## src/rtl/memory_arbiter_pkg.sv

```systemverilog
// ---------------------------------------------------------------------------
// memory_arbiter_pkg
//   Shared types and helpers for the two-port memory arbiter:
//     state_t      - arbiter FSM states
//     PORT_FETCH   - index of the instruction-fetch port (read-only)
//     PORT_DATA    - index of the load/store port (read/write, byte enables)
//     be_width()   - number of byte lanes in a memory word
//     align_bits() - number of low address bits that select a byte lane
// ---------------------------------------------------------------------------
package memory_arbiter_pkg;

    typedef enum logic [2:0] {
        IDLE,
        READ,
        WRITE,
        RMW_READ,
        RMW_WRITE,
        DONE
    } state_t;

    localparam logic PORT_FETCH = 1'b0;
    localparam logic PORT_DATA  = 1'b1;

    function automatic int be_width(input int data_width);
        return data_width / 8;
    endfunction

    function automatic int align_bits(input int data_width);
        return $clog2(data_width / 8);
    endfunction

endpackage

```

## src/rtl/memory_arbiter_byte_merge.sv

```systemverilog
// ---------------------------------------------------------------------------
// byte_merge
//   Combinational byte-lane merge for partial-word stores. Each byte of the
//   result comes from new_word where the matching be bit is set, otherwise
//   from old_word. Also used by the LSU store path.
//   Ports:
//     old_word  in  DATA_WIDTH     word currently held in memory
//     new_word  in  DATA_WIDTH     store data
//     be        in  DATA_WIDTH/8   byte enables (1 = take new byte)
//     merged    out DATA_WIDTH     merged word
// ---------------------------------------------------------------------------
module byte_merge
    import memory_arbiter_pkg::*;
#(
    parameter int DATA_WIDTH = 32
) (
    input  logic [DATA_WIDTH-1:0]           old_word,
    input  logic [DATA_WIDTH-1:0]           new_word,
    input  logic [be_width(DATA_WIDTH)-1:0] be,
    output logic [DATA_WIDTH-1:0]           merged
);

    localparam int BE_W = be_width(DATA_WIDTH);

    always_comb begin
        for (int i = 0; i < BE_W; i++) begin
            merged[8*i +: 8] = be[i] ? new_word[8*i +: 8] : old_word[8*i +: 8];
        end
    end

endmodule

```

## src/rtl/memory_arbiter.sv

```systemverilog
// ---------------------------------------------------------------------------
// memory_arbiter
//   Shares one word-wide memory (asynchronous read, synchronous write, no
//   byte enables) between an instruction-fetch port (port 0, read-only) and
//   a load/store port (port 1, read/write with byte enables). Partial-word
//   stores become a read-modify-write sequence.
//
//   Simultaneous requests are served round-robin. Defining
//   MEMORY_ARBITER_DATA_PRIORITY_EN makes port 1 always win instead
//   (last_grant is still tracked but not consulted).
//
//   Ports:
//     i_clock, i_reset          clock, asynchronous active-high reset
//     i_p0_req/addr             fetch request, byte address
//     o_p0_ack/rdata            fetch done pulse, read data
//     i_p1_req/addr/we/be/wdata load/store request
//     o_p1_ack/rdata            load/store done pulse, load data
//     o_mem_addr/we/wdata       memory address (word aligned), write strobe, data
//     i_mem_rdata               memory read data, combinational from o_mem_addr
// ---------------------------------------------------------------------------
module memory_arbiter
    import memory_arbiter_pkg::*;
#(
    parameter int DATA_WIDTH = 32,
    parameter int ADDR_WIDTH = 32
) (
    input  logic                            i_clock,
    input  logic                            i_reset,

    input  logic                            i_p0_req,
    input  logic [ADDR_WIDTH-1:0]           i_p0_addr,
    output logic                            o_p0_ack,
    output logic [DATA_WIDTH-1:0]           o_p0_rdata,

    input  logic                            i_p1_req,
    input  logic [ADDR_WIDTH-1:0]           i_p1_addr,
    input  logic                            i_p1_we,
    input  logic [be_width(DATA_WIDTH)-1:0] i_p1_be,
    input  logic [DATA_WIDTH-1:0]           i_p1_wdata,
    output logic                            o_p1_ack,
    output logic [DATA_WIDTH-1:0]           o_p1_rdata,

    output logic [ADDR_WIDTH-1:0]           o_mem_addr,
    output logic                            o_mem_we,
    output logic [DATA_WIDTH-1:0]           o_mem_wdata,
    input  logic [DATA_WIDTH-1:0]           i_mem_rdata
);

    localparam int BE_W    = be_width(DATA_WIDTH);
    localparam int ALIGN_W = align_bits(DATA_WIDTH);
    localparam logic [ADDR_WIDTH-1:0] ALIGN_MASK = ~ADDR_WIDTH'((1 << ALIGN_W) - 1);

    state_t                 state;
    state_t                 next_state;

    logic                   lat_port;
    logic                   lat_we;
    logic [BE_W-1:0]        lat_be;
    logic [DATA_WIDTH-1:0]  lat_wdata;
    logic [DATA_WIDTH-1:0]  old_word;
    logic [DATA_WIDTH-1:0]  merged_word;
    logic                   last_grant;

    logic                   grant_valid;
    logic                   grant_port;
    logic                   grant_we;
    logic [BE_W-1:0]        grant_be;

    // ---------------------------------------------------------------------
    // Arbitration (only acted on in IDLE)
    // ---------------------------------------------------------------------
    always_comb begin
        grant_valid = i_p0_req | i_p1_req;
`ifdef MEMORY_ARBITER_DATA_PRIORITY_EN
        grant_port  = i_p1_req ? PORT_DATA : PORT_FETCH;
`else
        if (i_p0_req && i_p1_req) begin
            // Round-robin: the port that did not win last time goes first.
            grant_port = ~last_grant;
        end else begin
            grant_port = i_p1_req ? PORT_DATA : PORT_FETCH;
        end
`endif
        grant_we = (grant_port == PORT_DATA) && i_p1_we;
        grant_be = (grant_port == PORT_DATA) ? i_p1_be : '0;
    end

    byte_merge #(
        .DATA_WIDTH (DATA_WIDTH)
    ) u_byte_merge (
        .old_word   (old_word),
        .new_word   (lat_wdata),
        .be         (lat_be),
        .merged     (merged_word)
    );

    // ---------------------------------------------------------------------
    // FSM state register
    // ---------------------------------------------------------------------
    // NOTE: sequential state uses non-blocking (<=) so every flop samples
    // the pre-edge values, independent of block ordering.
    always_ff @(posedge i_clock or posedge i_reset) begin
        if (i_reset) begin
            state <= IDLE;
        end else begin
            state <= next_state;
        end
    end

    // ---------------------------------------------------------------------
    // FSM next-state and memory/ack outputs
    // ---------------------------------------------------------------------
    always_comb begin
        // NOTE: every output gets a default first so no path leaves one
        // unassigned, which would otherwise infer a latch.
        next_state  = state;
        o_mem_we    = 1'b0;
        o_mem_wdata = '0;
        o_p0_ack    = 1'b0;
        o_p1_ack    = 1'b0;

        case (state)
            IDLE: begin
                if (grant_valid) begin
                    // A write with no lanes enabled touches nothing: treat as a read.
                    if (!grant_we || grant_be == '0) begin
                        next_state = READ;
                    end else if (&grant_be) begin
                        next_state = WRITE;
                    end else begin
                        next_state = RMW_READ;
                    end
                end
            end
            READ: begin
                next_state = DONE;
            end
            WRITE: begin
                o_mem_we    = 1'b1;
                o_mem_wdata = lat_wdata;
                next_state  = DONE;
            end
            RMW_READ: begin
                next_state = RMW_WRITE;
            end
            RMW_WRITE: begin
                o_mem_we    = 1'b1;
                o_mem_wdata = merged_word;
                next_state  = DONE;
            end
            DONE: begin
                o_p0_ack   = (lat_port == PORT_FETCH);
                o_p1_ack   = (lat_port == PORT_DATA);
                next_state = IDLE;
            end
            default: begin
                next_state = IDLE;
            end
        endcase
    end

    // ---------------------------------------------------------------------
    // Transaction latches and read-data registers
    // ---------------------------------------------------------------------
    // NOTE: these are a handful of flops, not a memory array, so all of them
    // take the reset; that keeps o_mem_addr and the rdata outputs at zero
    // after reset without relying on the FSM to mask them.
    always_ff @(posedge i_clock or posedge i_reset) begin
        if (i_reset) begin
            lat_port   <= PORT_FETCH;
            lat_we     <= 1'b0;
            lat_be     <= '0;
            lat_wdata  <= '0;
            old_word   <= '0;
            last_grant <= PORT_DATA;
            o_mem_addr <= '0;
            o_p0_rdata <= '0;
            o_p1_rdata <= '0;
        end else begin
            case (state)
                IDLE: begin
                    if (grant_valid) begin
                        lat_port   <= grant_port;
                        last_grant <= grant_port;
                        lat_we     <= grant_we;
                        lat_be     <= grant_be;
                        lat_wdata  <= i_p1_wdata;
                        o_mem_addr <= ((grant_port == PORT_DATA) ? i_p1_addr : i_p0_addr)
                                      & ALIGN_MASK;
                    end
                end
                READ: begin
                    // A be=0 store also passes through READ; it must not
                    // disturb the load data register.
                    if (lat_port == PORT_FETCH) begin
                        o_p0_rdata <= i_mem_rdata;
                    end else if (!lat_we) begin
                        o_p1_rdata <= i_mem_rdata;
                    end
                end
                RMW_READ: begin
                    old_word <= i_mem_rdata;
                end
                default: begin
                end
            endcase
        end
    end

endmodule
```

## config.mk

```make
export PLATFORM = sky130hd
export DESIGN_NAME = memory_arbiter
export DESIGN_NICKNAME = d
export VERILOG_FILES = /design/src/rtl/memory_arbiter_pkg.sv /design/src/rtl/memory_arbiter_byte_merge.sv /design/src/rtl/memory_arbiter.sv
export SDC_FILE = /design/constraint.sdc
export NUM_CORES = 1
export LEC_CHECK = 0
export BUFFER_PORTS_ARGS = -buffer_cell sky130_fd_sc_hd__buf_2
export CORE_MARGIN = 2
export CORE_UTILIZATION = 45
export DETAILED_ROUTE_END_ITERATION = 10
export PLACE_DENSITY_LB_ADDON = 0.12
export SYNTH_ARGS = -nofsm -noshare
export SYNTH_HDL_FRONTEND = slang
export SYNTH_SLANG_ARGS = --single-unit
```

## constraint.sdc

```tcl
create_clock -name i_clock -period 4.5 [get_ports i_clock]
set_input_delay 0.225 -clock i_clock [delete_from_list [all_inputs] [get_ports i_clock]]
set_output_delay 0.225 -clock i_clock [all_outputs]
set_load 0.02 [all_outputs]
```

# == Yosys cells after proc, flatten, opt, wreduce, memory -nomap -nowiden ==
# Index checks and enable logic that the tools add are counted.
# word_totals
output_inout_bits,131
in_bits,137
elab_cells,48
regBits,168
# op_classes
n_eq_ne,6
muxes,16
n_bitwise,4
n_reduce_logical,12
# ops
operator,n
case mux 32 bit (2 select lines),1
two-way mux 32 bit,1
two-way mux 8 bit,4
case mux 3 bit (3 select lines),1
equality test 3 x 2 -> 1 bit (second input constant),2
equality test 3 bit (second input constant),2
two-way mux 1 bit,6
logical NOT 4 bit,1
two-way mux 4 bit,1
AND reduction 2 bit,2
AND reduction 4 bit,1
equality test 3 x 1 -> 1 bit (second input constant),1
logical NOT 3 bit,1
two-way mux 3 bit,1
NOT 1 bit,3
AND reduction 3 bit,1
OR reduction 3 bit,1
logical AND 1 bit,2
two-way mux 2 bit,1
inequality test 2 bit (second input constant),1
OR reduction 2 bit,1
logical NOT 1 bit,1
logical OR 1 bit,1
OR 1 bit,1

# == Logic depth before layout (Yosys ltp) ==
# Gate-level depths: netlist of run 1.
# depth
ltp_word,8
depth_mapped,5
depth_no_buf,3

# == Hierarchy ==
# Synthesis of run 1 repeated with hierarchy kept, for this count alone.
# hier_totals
hier_cells,538
hier_area_um2,7717.4
# modules_own_cells
module,seq_area_each_um2,cells_per_inst,n_inst,area_per_inst_um2
memory_arbiter,4205.3,502,1,7191.9
byte_merge,0.0,36,1,525.5

# == Least setup slack after synthesis of run 1 ==
# OpenSTA, ideal clock, no wires.
# synth_path
path_type,register to register
startpoint,register state[1]
endpoint,register lat_wdata[0]
arrival_ns,1.579
path_buffers,2
path_stages_with_launch,6
setup_ns,0.127
t_required_ns,4.373
path_slack_ns,2.793
period_less_slack_ns,1.707
cell_sequence,dfrtp_1 > or3_1 > buf_2 > nor2_8 > buf_6 > mux2_1
# synth_via
elab_chain_len,2
# synth_rtl
item,line,source
start: declaration,memory_arbiter.sv:53,state_t state;
start signal: assignment,memory_arbiter.sv:106,state <= next_state;
logical NOT 3 bit,memory_arbiter.sv:180,case (state)
AND reduction 2 bit (no source line),--,
end signal: assignment,memory_arbiter.sv:187,lat_wdata <= i_p1_wdata;
end: declaration,memory_arbiter.sv:59,logic [DATA_WIDTH-1:0] lat_wdata;
# Every way passes these cells.
# A chain may end at the register's enable or synchronous reset.

# == Final worst setup path of run 1 ==
# layout_path
startpoint,register state[1]
endpoint,register o_mem_addr[25]
# layout_via
elab_chain_len,2
# layout_rtl
item,line,source
logical NOT 3 bit,memory_arbiter.sv:180,
AND reduction 2 bit (no source line),--,
end signal: assignment,memory_arbiter.sv:188,o_mem_addr <= ((grant_port == PORT_DATA) ? i_p1_addr : i_p0_addr)
end: declaration,memory_arbiter.sv:43,"output logic [ADDR_WIDTH-1:0] o_mem_addr,"
# Every way passes these cells.

==> run_results.csv, run 1 <==
group,metric,value,unit
timing,timing.final.ws_setup,1833,ps
timing,max_freq,0.3749,GHz
critical_path,reg2regPathDepth,4,
run_status,status,"finished, final reports clean",
logic_synthesis,yosysTopAreaCell,"dfrtp_1",
min_path,holdPathEnd,"lat_wdata[18]",
route,drcViolationCount,0,
placed_design,gp_congestion,0.7507,
placed_design,io_buffers,261,
timing,rsz0062_at_grt,"false",
min_path,hp-class,"input port to flip-flop",
logic_synthesis,yosys-top-cells-area,"dfrtp_1 (57%), mux2_2 (15%), o21ai_0 (5.0%)",
clock_tree,clkTransAtPathRegs,60,ps
placed_design,dp_cells,1021,
global_routing,grtUsageMet2,35.06,%
route,avgRoutedWirePerCell,17.34,µm
logic_synthesis,synthTopCellsByCount,"dfrtp_1 (167), mux2_2 (99), o21ai_0 (73)",
power,p_total,7.418,mW
global_routing,grt_pass1_vias,5750,
die,die_w,131.1,µm
logic_synthesis,synth.avg_cell_area,12.64,µm²
timing,tightest_slew,1258,ps
timing,fin_skew,7.337,ps
global_routing,grt_pass1_wl,29990,µm
clock_tree,cts_inserted_buffers,17,
power,pwr-share-clk,23.4,%
clock_tree,cts_resized,0,
die,start_util,45.93,%
min_path,min_from,"i_p1_wdata[18]",
timing,slew_violations,0,
logic_synthesis,synth_cells,575,
logic_synthesis,synth_ff_type,"dfrtp_1",
timing,hold_violations,0,
clock_tree,clock_latency,420,ps
route,ant_nets,0,
logic_synthesis,synth_cell_types,36,
placed_design,pre_cts_ws,1784,ps
clock_tree,clockBufferDepth,2,
power,leakagePower,4.498,nW
critical_path,end_kind,"flip-flop",
critical_path,cp_data_arrival_time,2910,ps
critical_path,path_max_fanout,39,
clock_tree,cts.sink_count,168,
route,first_iter_violations,278,
critical_path,required,4740,ps
power,intPower,4.653,mW
critical_path,criticalPathCategory,"flip-flop to flip-flop",
layout,stdcell_count,1053,
power,share_seq_of_total_power,36.3,%
logic_synthesis,synth_top_area_share,57.49,%
power,p_per_area,784.4,nW/µm²
die,die_h,131.1,µm
layout,area_delta_synth_final,30.09,%
global_routing,grt_usage,21.80,%
logic_synthesis,synth.most_common_cell,"dfrtp_1",
layout,nNetsFinal,961,
critical_path,reg2reg_from,"state[1]",
run,maxCapViolCount,0,
timing,hold_ws,21.00,ps
route,drt-pass1-iter-count,5,
power,p_comb_share,40.3,%
timing,post-route-min-period,2667,ps
critical_path,r2r_end,"o_mem_addr[25]",
logic_synthesis,yosysSeqAreaShare,57.85,%
logic_synthesis,synth_area,7269,µm²
timing,setup_viol,0,
layout,fillers,1331,
timing,min_period_over_period,59.27,%
layout,diodes,0,
power,sw_frac_of_total,37.27,%
clock_tree,hold_buffers,0,
logic_synthesis,synth-edff-count,0,
clock_tree,cts_setup_buffers,0,
die,ios,268,
placed_design,dpl.hpwl,12520,µm
layout,drive_gt1_share,49.46,%
logic_synthesis,synthArstFlopShare,100.0,%
clock_tree,cts_root_buf,"clkbuf_16",
global_routing,busiest_layer,"met2",
die,rows,46,
clock_tree,cts_tree,"built",
logic_synthesis,ys_ff_latch,168,
min_path,hold_depth,2,
global_routing,gr-total-overflow,0,
global_routing,grt_max_degree,169,
clock_tree,cts_htree_levels,4,
critical_path,r2r_slack,1830,ps
route,via_per_inst,5.212,
global_routing,grt_antenna_before_repair,0,
die,dieArea,17190,µm²
critical_path,start_kind,"flip-flop",
power,power.switching,2.765,mW
logic_synthesis,yosys_warnings,0,
timing,slew-limit-headroom,16.16,%
global_routing,use_met1,28.98,%
power,ir_drop,0.3923,mV
route,wirelength,18260,µm
global_routing,gr-usage-met3,6.096,%
timing,tns,0,ps
die,coreArea,15830,µm²
route,num_vias,5488,
[power by group through the flow]
stage	Clock, mW	Sequential [mW]	Combinational, mW
2_1_floorplan	0	3.14	1.56
3_3_place_gp	0	2.67	2.95
3_5_place_dp	0	2.71	3.02
4_1_cts	1.76	2.69	3.03
5_1_grt	1.84	2.79	3.23
6_report	1.74	2.69	2.99
[worst max path at each step]
stage | start | end | slack (ps) | depth (start not counted)
after floorplan | i_reset | lat_be[0] | 2140 | 1
after global routing | state[1] | o_mem_addr[29] | 1600 | 4
after global placement | state[1] | o_mem_addr[25] | 1910 | 4
after CTS | state[1] | o_mem_addr[25] | 1770 | 4
final | state[1] | o_mem_addr[25] | 1830 | 4
after detailed placement | state[1] | o_mem_addr[25] | 1780 | 4
[worst max-delay path, stage by stage (launching register included)]
cell	delay (ps)
dfrtp_1	680
or3_1	190
buf_4	350
or2_1	1010
o21ai_0	250
[metrics by stage]
step	cell area, µm²	util (%)
global route	9457	59.75
finish	9457	59.75
global placement	8751	55.29
CTS	9457	59.75
detailed placement	8751	55.29
floorplan	7277	-
[placed cells by master, fill, tap and decap left out, drive strengths merged, types with 2 or more instances in the layout]
cell type / netlist / final
and3b: 4 / 4
nand2: 37 / 37
a21oi: 32 / 32
inv: 1 / 4
buf: 23 / 271
nor3b: 4 / 4
mux2: 131 / 131
nor2: 6 / 6
clkinvlp: 0 / 2
clkinv: 0 / 2
o21ai: 102 / 102
conb: 1 / 2
mux2i: 30 / 30
bufinv: 0 / 7
dfrtp: 167 / 167
clkbuf: 19 / 18
[layer usage]
metal	part of all wire (%)	wire length, µm
met3	6.1	1118
met2	48	8733
met5	0	0
met4	1.5	276
met1	45	8133
[state kept, by name, summed over array words and instances, names as in the netlist]
name,cells
lat_wdata,32
state,3
o_mem_addr,30
lat_port,1
lat_we,1
old_word,32
lat_be,4
o_p0_rdata,32
last_grant,1
o_p1_rdata,32
[cell families after synthesis]
family | count (synthesis) | synth area share [%]
other cells | 1 | 0.05159
compound gates | 139 | 9.776
mux | 161 | 24.42
flops | 168 | 57.85
simple gates | 63 | 4.923
buf+inv | 43 | 2.978
[cell type report]
class                   instances  area (µm²)  area share (%)
repair buffers                271        1394           14.74
flip-flops and latches        168        4205           44.47
clock buffers                  18       439.2           4.644
multi-input cells             365        2874           30.39
clock inverters                14       266.5           2.818
well taps                     216       270.3           2.858
inverters                       1       7.507         0.07939
Note: power is estimated with default switching activity, not from simulation.
==> inputs of run 2 (changes only) <==
Settings changed: ABC_AREA from default to 1.
Clock period 4.5 ns to 2.2 ns, I/O delays scaled along.
==> run_results.csv, run 2 <==
group,metric,value,unit
placed_design,dpl.hpwl,13010,µm
logic_synthesis,synth_cells,935,
route,via_per_inst,4.736,
layout,fillers,1413,
timing,fin_skew,8.039,ps
timing,post-route-min-period,1982,ps
power,leakagePower,5.937,nW
critical_path,crit_buf_inv,3,
clock_tree,cts_tree,"built",
logic_synthesis,synth_ff_type,"dfrtp_1",
logic_synthesis,synth_top_area_share,56.05,%
timing,tns,0,ps
logic_synthesis,synth.most_common_cell,"nand2_1",
route,first_iter_violations,393,
timing,setup_viol,0,
timing,tightest_slew,827.1,ps
critical_path,path_common_cell,"nand2_1",
global_routing,gr-total-overflow,0,
route,drcViolationCount,0,
timing,slew-limit-headroom,44.86,%
critical_path,crit_chain,"nor2_2, nand2_1, inv_1, buf_6, nand2_1, o21ai_0, buf_2",
power,power.switching,6.279,mW
critical_path,cp-startpoint,"state[1]",
clock_tree,clkTransAtPathRegs,60,ps
global_routing,grt_antenna_before_repair,0,
critical_path,cp_slowest_cell,"dfrtp_1",
logic_synthesis,synth_area,7456,µm²
logic_synthesis,yosys-top-cells-area,"dfrtp_1 (56%), nand2_1 (20%), o21ai_0 (12%)",
min_path,hold_depth,5,
die,ios,268,
global_routing,grt_usage,24.31,%
run,maxCapViolCount,0,
critical_path,slowest_delay,460,ps
timing,timing.final.ws_setup,217.7,ps
die,die_h,132.7,µm
layout,diodes,0,
clock_tree,cts_htree_levels,4,
logic_synthesis,yosysSeqAreaShare,56.40,%
route,avgRoutedWirePerCell,13.53,µm
power,sw_frac_of_total,42.79,%
logic_synthesis,yosysTopAreaCell,"dfrtp_1",
layout,final_cell_mix,"nand2_1 (392), buf_2 (261), o21ai_0 (183), dfrtp_1 (167), dlygate4sd3_1 (126)",
timing,min_period_over_period,90.10,%
logic_synthesis,synth.avg_cell_area,7.974,µm²
power,ir_drop,0.6812,mV
clock_tree,clock_latency,430,ps
layout,stdcell_count,1536,
die,die_w,132.7,µm
logic_synthesis,synthTopCellsByCount,"nand2_1 (392), o21ai_0 (183), dfrtp_1 (167)",
critical_path,cp_data_arrival_time,1870,ps
layout,final_common_cell,"nand2_1",
global_routing,grt_max_degree,103,
clock_tree,cts_inserted_buffers,17,
logic_synthesis,synth-edff-count,0,
global_routing,grt_pass1_wl,34200,µm
placed_design,dp_cells,1378,
timing,max_freq,0.5045,GHz
route,num_vias,7274,
die,dieArea,17610,µm²
placed_design,gp_congestion,0.8079,
timing,slew_violations,0,
layout,drive_gt1_share,24.24,%
power,share_seq_of_total_power,36.6,%
critical_path,r2r_slack,280,ps
layout,register_area,4205,µm²
logic_synthesis,synth_cell_types,22,
critical_path,start_kind,"flip-flop",
critical_path,end_kind,"output port",
min_path,hp-class,"input port to flip-flop",
critical_path,r2r_end,"o_mem_addr[14]",
layout,area_delta_synth_final,44.39,%
timing,hold_violations,0,
critical_path,path_delay_family,"buffers and inverters",
die,rows,47,
clock_tree,cts.sink_count,168,
route,ant_nets,0,
min_path,holdPathEnd,"o_mem_addr[13]",
placed_design,pre_cts_ws,608.5,ps
critical_path,reg2regPathDepth,8,
min_path,min_from,"i_p0_addr[13]",
global_routing,grt_pass1_vias,7081,
route,drt-pass1-iter-count,5,
critical_path,reg2reg_from,"last_grant",
critical_path,path_max_fanout,19,
critical_path,required,2090,ps
placed_design,io_buffers,261,
timing,rsz0062_at_grt,"false",
clock_tree,clockBufferDepth,2,
power,p_comb_share,43.4,%
logic_synthesis,synthArstFlopShare,100.0,%
route,wirelength,20780,µm
layout,nNetsFinal,1440,
clock_tree,cts_root_buf,"clkbuf_16",
die,start_util,45.44,%
power,pwr-share-clk,20.0,%
logic_synthesis,yosys_warnings,0,
layout,finish.utilization,65.61,%
layout,multiInputGateArea,2604,µm²
die,coreArea,16410,µm²
power,p_per_area,1363,nW/µm²
power,intPower,8.393,mW
logic_synthesis,ys_ff_latch,168,
critical_path,criticalPathCategory,"flip-flop to output port",
run_status,status,"finished, final reports clean",
==> run 2: changes by cell type after synthesis, sizes merged, moves of 2 or more <==
cell    change
nor2        +2
nand2     +357
buf         +3
a21oi      -30
o21ai      +95
and3b       -4
nor3b       -4
nand3       +7
inv       +100
mux2i      -30
mux2      -131
clkbuf      +9
==> run 2: worst max-delay path by stage <==
stage,to,slack (ps),depth (start not counted)
after global routing,o_mem_wdata[24],50,7
after global placement,o_mem_wdata[19],630,7
after detailed placement,o_mem_wdata[19],610,7
after CTS,o_mem_wdata[19],140,7
final,o_mem_wdata[18],220,7
after floorplan,lat_be[0],-50,1
==> run 2: power by group through the flow <==
stage / registers, mW / logic [mW] / clock network (mW)
after global routing: 5.56 / 7.15 / 3.13
after floorplan: 6.27 / 3.24 / 0
after detailed placement: 5.40 / 6.13 / 0
after global placement: 5.38 / 6.01 / 0
final: 5.37 / 6.36 / 2.94
after CTS: 5.37 / 6.41 / 3.00
==> run 2: worst min-delay path: stages <==
cell,delay [ps]
buf_2,80
nand2_1,40
nand2_1,70
nand2_1,50
nand2_1,50
==> run 2: repair_timing <==
item | CTS | global route
endpoints found under the hold margin | 238 | 0
setup buffers | 0 | 0
hold buffers | 126 | 0
endpoints found under the setup margin | 0 | 1
gates resized for setup | 0 | 1
==> run 2: area by class of cell <==
cell class,count,share of cell area [%]
clock buffer,18,4.080
clock inverter,14,1.278
multi-input combinational,613,24.19
sequential,168,39.06
tap,220,2.557
inverter,101,3.556
timing repair buffer,402,25.28
==> run 2: through the flow <==
| stage | total power [mW] | hold slack [ps] | area [µm²] |
|---|---|---|---|
| after global routing | 15.84 | 12.01 | 10770 |
| after floorplan | 9.509 | 231.0 | 7463 |
| after global placement | 11.39 | 316.7 | 8924 |
| final | 14.67 | 3.944 | 10770 |
| after detailed placement | 11.53 | 324.3 | 8924 |
| after CTS | 14.78 | 0.9920 | 10760 |
==> run 2: layer usage <==
metal | global-route usage, % | share of wire [%] | routed length, µm | up-vias
met5 | 0 | 0 | 0 | -
li1 | - | - | - | 3618
met4 | 10.39 | 3.8 | 781 | 0
met2 | 40.39 | 49 | 10100 | 236
met1 | 30.12 | 42 | 8701 | 3358
met3 | 6.360 | 5.8 | 1197 | 62
==> run 2: cell families after synthesis <==
| logic type | share of synthesized area (%) |
|---|---|
| buffers and inverters | 8.793 |
| other | 0.05030 |
| DFF | 56.40 |
| AOI/OAI and AO/OA | 13.51 |
| and+or+nand+nor | 21.25 |
